File: config.mk
export PLATFORM = sky130hd
export DESIGN_NAME = i2c_color_target
export DESIGN_NICKNAME = d
export VERILOG_FILES = /design/src/rtl/i2c_color_target.sv
export SDC_FILE = /design/constraint.sdc
export NUM_CORES = 1
export LEC_CHECK = 0
export BUFFER_PORTS_ARGS = -buffer_cell sky130_fd_sc_hd__buf_2
export CORE_MARGIN = 2
export CORE_UTILIZATION = 40
export DETAILED_ROUTE_END_ITERATION = 8
export MAX_ROUTING_LAYER = met4
export PLACE_DENSITY = 0.67
export REMOVE_ABC_BUFFERS = 1
export SLEW_MARGIN = 20
export SYNTH_ARGS = -nofsm -noshare
export SYNTH_HDL_FRONTEND = slang
export SYNTH_SLANG_ARGS = --single-unit
File: constraint.sdc
create_clock -name clk_in -period 1.9 [get_ports clk_in]
set_input_delay 0.19 -clock clk_in [delete_from_list [all_inputs] [get_ports clk_in]]
set_output_delay 0.19 -clock clk_in [all_outputs]
set_load 0.02 [all_outputs]
File: src/rtl/i2c_color_target.sv
// i2c_color_target: I2C target model of the colour sensor.
// SCL/SDA are oversampled on clk_in, START/STOP are decoded from the synchronised
// lines, and a single FSM handles address match, ACKs, the register pointer, write
// strobes and read-data shifting. All outputs are registered.
`timescale 1ns/1ps

module i2c_color_target #(
  parameter logic [6:0] TGT_ADDR = 7'h29,
  parameter int         SYNC_STG = 2
) (
  input  logic        clk_in,
  input  logic        rst_n,
  input  logic        i2c_scl,
  input  logic        i2c_sda_in,
  output logic        sda_oe,
  input  logic [15:0] clr_data,
  input  logic [15:0] red_data,
  input  logic [15:0] grn_data,
  input  logic [15:0] blu_data,
  output logic        reg_wr_en,
  output logic [7:0]  reg_wr_addr,
  output logic [7:0]  reg_wr_data,
  output logic        busy
);

  typedef enum logic [3:0] {
    ST_IDLE  = 4'd0,
    ST_ADDR  = 4'd1,
    ST_ACK_A = 4'd2,
    ST_PTR   = 4'd3,
    ST_ACK_P = 4'd4,
    ST_WDATA = 4'd5,
    ST_ACK_W = 4'd6,
    ST_RDATA = 4'd7,
    ST_MACK  = 4'd8,
    ST_WAIT  = 4'd9
  } state_t;

  // Read map over the sensor snapshot; unmapped pointers return zero.
  function automatic logic [7:0] read_map(input logic [7:0] ptr, input logic [63:0] snap);
    logic [7:0] val;
    case (ptr)
      8'h00:   val = snap[7:0];
      8'h01:   val = snap[15:8];
      8'h02:   val = snap[23:16];
      8'h03:   val = snap[31:24];
      8'h04:   val = snap[39:32];
      8'h05:   val = snap[47:40];
      8'h06:   val = snap[55:48];
      8'h07:   val = snap[63:56];
      default: val = 8'h00;
    endcase
    return val;
  endfunction

  logic [SYNC_STG-1:0] scl_sync_q;
  logic [SYNC_STG-1:0] sda_sync_q;
  logic                scl_prev_q;
  logic                sda_prev_q;

  logic                scl_s;
  logic                sda_s;
  logic                scl_rise_s;
  logic                scl_fall_s;
  logic                start_s;
  logic                stop_s;

  state_t              state_q;
  logic [2:0]          bit_cnt_q;
  logic [7:0]          shift_q;
  logic                rw_q;
  logic                mack_ack_q;
  logic [7:0]          ptr_q;
  logic [63:0]         snap_q;
  logic                sda_oe_q;
  logic                busy_q;
  logic                wr_en_q;
  logic [7:0]          wr_addr_q;
  logic [7:0]          wr_data_q;

  logic [7:0]          rx_byte_s;
  logic [7:0]          rd_byte_s;

  // Bring the bus lines into the clk_in domain; idle bus level is high.
  always_ff @(posedge clk_in or negedge rst_n) begin
    if (!rst_n) begin
      scl_sync_q <= '1;
      sda_sync_q <= '1;
    end else begin
      scl_sync_q <= {scl_sync_q[SYNC_STG-2:0], i2c_scl};
      sda_sync_q <= {sda_sync_q[SYNC_STG-2:0], i2c_sda_in};
    end
  end

  // Previous synchronised levels for edge detection.
  always_ff @(posedge clk_in or negedge rst_n) begin
    if (!rst_n) begin
      scl_prev_q <= 1'b1;
      sda_prev_q <= 1'b1;
    end else begin
      scl_prev_q <= scl_s;
      sda_prev_q <= sda_s;
    end
  end

  assign scl_s      = scl_sync_q[SYNC_STG-1];
  assign sda_s      = sda_sync_q[SYNC_STG-1];
  assign scl_rise_s = scl_s & ~scl_prev_q;
  assign scl_fall_s = ~scl_s & scl_prev_q;
  // Only an SDA edge seen while the current SCL sample is high counts, so START and
  // STOP are mutually exclusive and a simultaneous SCL/SDA toggle resolves on SCL=1.
  assign start_s    = scl_s & sda_prev_q & ~sda_s;
  assign stop_s     = scl_s & ~sda_prev_q & sda_s;

  assign rx_byte_s  = {shift_q[6:0], sda_s};
  assign rd_byte_s  = read_map(ptr_q, snap_q);

  // Protocol FSM: bus conditions first, then per-state SCL edge handling.
  always_ff @(posedge clk_in or negedge rst_n) begin
    if (!rst_n) begin
      state_q    <= ST_IDLE;
      bit_cnt_q  <= 3'd0;
      shift_q    <= 8'h00;
      rw_q       <= 1'b0;
      mack_ack_q <= 1'b0;
      ptr_q      <= 8'h00;
      snap_q     <= 64'h0;
      sda_oe_q   <= 1'b0;
      busy_q     <= 1'b0;
      wr_en_q    <= 1'b0;
      wr_addr_q  <= 8'h00;
      wr_data_q  <= 8'h00;
    end else begin
      wr_en_q <= 1'b0;
      if (stop_s) begin
        state_q   <= ST_IDLE;
        bit_cnt_q <= 3'd0;
        sda_oe_q  <= 1'b0;
        busy_q    <= 1'b0;
      end else if (start_s) begin
        state_q   <= ST_ADDR;
        bit_cnt_q <= 3'd0;
        sda_oe_q  <= 1'b0;
      end else begin
        case (state_q)
          ST_IDLE: begin
            sda_oe_q <= 1'b0;
          end
          ST_ADDR: begin
            if (scl_rise_s) begin
              shift_q   <= rx_byte_s;
              bit_cnt_q <= bit_cnt_q + 3'd1;
              if (bit_cnt_q == 3'd7) begin
                if (rx_byte_s[7:1] == TGT_ADDR) begin
                  state_q <= ST_ACK_A;
                  busy_q  <= 1'b1;
                  rw_q    <= rx_byte_s[0];
                end else begin
                  state_q <= ST_IDLE;
                end
              end
            end
          end
          ST_ACK_A: begin
            // The only rise seen in this state is the ACK clock itself.
            if (scl_rise_s) begin
              snap_q <= {blu_data, grn_data, red_data, clr_data};
            end
            if (scl_fall_s) begin
              if (!sda_oe_q) begin
                sda_oe_q <= 1'b1;
              end else if (rw_q) begin
                shift_q   <= {rd_byte_s[6:0], 1'b0};
                sda_oe_q  <= ~rd_byte_s[7];
                bit_cnt_q <= 3'd0;
                state_q   <= ST_RDATA;
              end else begin
                sda_oe_q  <= 1'b0;
                bit_cnt_q <= 3'd0;
                state_q   <= ST_PTR;
              end
            end
          end
          ST_PTR: begin
            if (scl_rise_s) begin
              shift_q   <= rx_byte_s;
              bit_cnt_q <= bit_cnt_q + 3'd1;
              if (bit_cnt_q == 3'd7) begin
                ptr_q   <= rx_byte_s;
                state_q <= ST_ACK_P;
              end
            end
          end
          ST_ACK_P, ST_ACK_W: begin
            // First fall pulls SDA low, second fall (end of the ACK clock) releases it.
            if (scl_fall_s) begin
              if (!sda_oe_q) begin
                sda_oe_q <= 1'b1;
              end else begin
                sda_oe_q  <= 1'b0;
                bit_cnt_q <= 3'd0;
                state_q   <= ST_WDATA;
              end
            end
          end
          ST_WDATA: begin
            if (scl_rise_s) begin
              shift_q   <= rx_byte_s;
              bit_cnt_q <= bit_cnt_q + 3'd1;
              if (bit_cnt_q == 3'd7) begin
                wr_en_q   <= 1'b1;
                wr_addr_q <= ptr_q;
                wr_data_q <= rx_byte_s;
                ptr_q     <= ptr_q + 8'd1;
                state_q   <= ST_ACK_W;
              end
            end
          end
          ST_RDATA: begin
            // shift_q holds the bits still to be sent, next one in bit 7.
            if (scl_fall_s) begin
              if (bit_cnt_q == 3'd7) begin
                sda_oe_q   <= 1'b0;
                ptr_q      <= ptr_q + 8'd1;
                mack_ack_q <= 1'b0;
                state_q    <= ST_MACK;
              end else begin
                sda_oe_q  <= ~shift_q[7];
                shift_q   <= {shift_q[6:0], 1'b0};
                bit_cnt_q <= bit_cnt_q + 3'd1;
              end
            end
          end
          ST_MACK: begin
            if (scl_rise_s) begin
              if (sda_s) begin
                state_q <= ST_WAIT;
              end else begin
                mack_ack_q <= 1'b1;
              end
            end else if (scl_fall_s && mack_ack_q) begin
              shift_q   <= {rd_byte_s[6:0], 1'b0};
              sda_oe_q  <= ~rd_byte_s[7];
              bit_cnt_q <= 3'd0;
              state_q   <= ST_RDATA;
            end else begin
              mack_ack_q <= mack_ack_q;
            end
          end
          ST_WAIT: begin
            sda_oe_q <= 1'b0;
          end
          default: begin
            state_q  <= ST_IDLE;
            sda_oe_q <= 1'b0;
          end
        endcase
      end
    end
  end

  assign sda_oe      = sda_oe_q;
  assign busy        = busy_q;
  assign reg_wr_en   = wr_en_q;
  assign reg_wr_addr = wr_addr_q;
  assign reg_wr_data = wr_data_q;

endmodule

==> out/metrics.cfg <==
[outcome]
status=finished with violations
violations=setup timing

[clock_network]
cts.clk_slew.worst_paths_ps=50
cts_tree=done
htreeDepth=4
clock_sinks=114
cts-root-buf=clkbuf_16
clk_latency_ps=420
clock_path_buffers=2
cts_buffers=17

[floorplanning]
dieArea_sq_um=14900
die_w_um=122
std_cell_rows=43
start_util_pct=40.5
io-pin-count=87
coreArea_sq_um=13800
die_h_um=122

[critical_path]
critPathRequiredTime_ps=2200
timing.rr.start=ptr_q[0]
worst_setup_path_start_kind=register
r2r_setup_slack_ps=-90
r2r-end=shift_q[4]
critical_path_class=reg2reg
worst_ep_arrival_time_ps=2290
startpoint=ptr_q[0]
cp-endpoint=shift_q[4]
reg2reg_depth=9
worstSetupEndpointType=register
cp_max_fo=12

[finish]
area_growth_pct=48.6
final_common_cell=dfrtp_1
drive_gt1_share_pct=53.0
layout.cells.non_filler=857
layout_common_cells=dfrtp_1 (107), buf_2 (85), buf_4 (66)
fin_nets=738
fin_area_sq_um=8300
diodes=0
fin_util_pct=60.3

[power]
seqPwrFrac_pct=34.6
clockPowerShare_pct=30.6
p_sw_mw=3.37
p_total_mw=11.1
swShare_pct=30.4
p_int_mw=7.72
leakage_nw=3.89
power_density_nw_per_um2=1340
power_frac_comb_pct=34.8
irDropWorstVdd_uv=825

[min_path]
hold_class=in2reg

[placed_design]
numPlacedInstances=773
postPlaceCellArea_sq_um=6720
place_congestion=0.888
dpl.hpwl_um=10500
io_buffers=86

[timing]
max_freq_mhz=503
period_share_pct=105
worst_pin_slew_ps=385
holdWs_ps=2.29
final-hold-violation-count=0
setup_viol=4
fin_worst_skew_ps=11.3
period_needed_ps=1990
relSlewSlack_pct=74.0
setup_slack_ps=-87.5
slew_violations=0
rsz0062_at_grt=yes

[global_route]
grt_max_degree=42
track_usage_pct=22.5
antenna_found_initial=0
grt_pass1_wl_um=24800
grt_pass1_vias=4815
grt-ovfl-total=0

[synthesis]
netlist_area_sq_um=5580
postSynthCellCount=464
synth_seq_cells=114
synth_edf_count=0
synth_cell_types=61
synth_async_sr_flop_share_pct=100
yosysSeqAreaShare_pct=51.2
ys_warn_count=0
synthFlopType=dfrtp_1
syn_avg_cell_area_sq_um=12.0

[route]
wl_per_cell_um=18.9
vias=4661
drc=0
routed_wirelength_um=16200
ant_nets=0
drt_first_pass_iters=8
drtIter0Drc=323
via_per_inst=5.44

[flow_run]
maxCapViolCount=0

layout make-up:
type / instances / area [sq um]
Fill cell: 1107 / 5470
Timing Repair Buffer: 210 / 1690
Inverter: 6 / 22.5
Tap cell: 180 / 225
Clock inverter: 10 / 155
Clock buffer: 22 / 474
Multi-Input combinational cell: 315 / 2870
Sequential cell: 114 / 2860
registers in the layout, indices dropped and copies added (netlist names):
register     flops
reg_wr_data      8
scl_sync_q       2
mack_ack_q       1
sda_sync_q       2
rw_q             1
shift_q          8
sda_oe           1
busy             1
scl_prev_q       1
ptr_q            8
bit_cnt_q        3
sda_prev_q       1
reg_wr_en        1
state_q          4
reg_wr_addr      8
snap_q          64
synth_stat cells, types with 9 or more instances:
cell,count,share of area [%]
clkbuf_1,13,0.87
nand3_1,16,1.4
nor2_1,12,0.81
a22oi_1,11,1.5
nand2_1,33,2.2
mux2_4,13,3.5
buf_2,13,1.2
dfrtp_1,108,48
a21oi_1,18,1.6
mux2i_1,9,1.6
o21ai_0,19,1.7
mux2_2,75,15
a222oi_1,9,1.6
layer usage:
metal / wire [um] / share of wire (%) / vias up / global-route usage (%)
met3: 1080 / 6.7 / 28 / 6.41
met2: 7960 / 49 / 183 / 35.2
met1: 6860 / 42 / 2306 / 28.2
met5: 0 / 0 / - / -
met4: 301 / 1.9 / 0 / 7.40
li1: - / - / 2144 / -
what timing repair did:
action / CTS / global route
pin swaps: 9 / 27
gates cloned: 1 / 8
setup endpoints to repair: 37 / 96
gates resized for setup: 23 / 69
hold buffers: 19 / 8
hold endpoints to repair: 39 / 8
setup buffers: 3 / 14
per-stage QoR:
step / setup slack [ps] / setup TNS [ps]
5_1_grt: -156 / -831
3_5_place_dp: -408 / -3850
4_1_cts: -25.2 / -39.2
3_3_place_gp: -315 / -3080
6_report: -87.5 / -176
2_1_floorplan: -1100 / -83810
critical path: stages, from the launching register on:
cell and delay, ps:
dfrtp_1 350, inv_2 80, ha_4 180, buf_6 110, nor4_4 310, nor4_4 70, buf_12 150, a32oi_1 240
nand2_1 100, mux2_2 270
power groups by stage:
| stage | clock, mW | sequential [mW] | combinational (mW) |
|---|---|---|---|
| floorplan | 0 | 3.73 | 1.94 |
| global placement | 0 | 3.75 | 3.04 |
| detailed placement | 0 | 3.81 | 3.14 |
| CTS | 3.41 | 3.78 | 3.28 |
| global route | 3.57 | 3.93 | 4.18 |
| finish | 3.39 | 3.84 | 3.86 |
worst min path at each step:
stage | from | end | cells after the start
floorplan | rst_n | bit_cnt_q[0] | 0
global placement | rst_n | sda_oe | 1
detailed placement | rst_n | bit_cnt_q[0] | 1
CTS | blu_data[14] | snap_q[62] | 2
global route | red_data[8] | snap_q[24] | 2
finish | red_data[3] | snap_q[19] | 2
cell families (layout without fill, tap and decap cells):
group	after synthesis	in the layout	synth area share [%]
buffers and inverters	37	248	3.18
multiplexers	102	102	21.2
flip-flops	114	114	51.2
XOR/XNOR	3	3	0.471
AND/OR/NAND/NOR	104	106	10.4
adder cells (fa/ha/maj)	6	6	1.34
AO/OA/AOI/OAI	98	98	12.2
No activity file was read; power rests on OpenSTA's default activity.
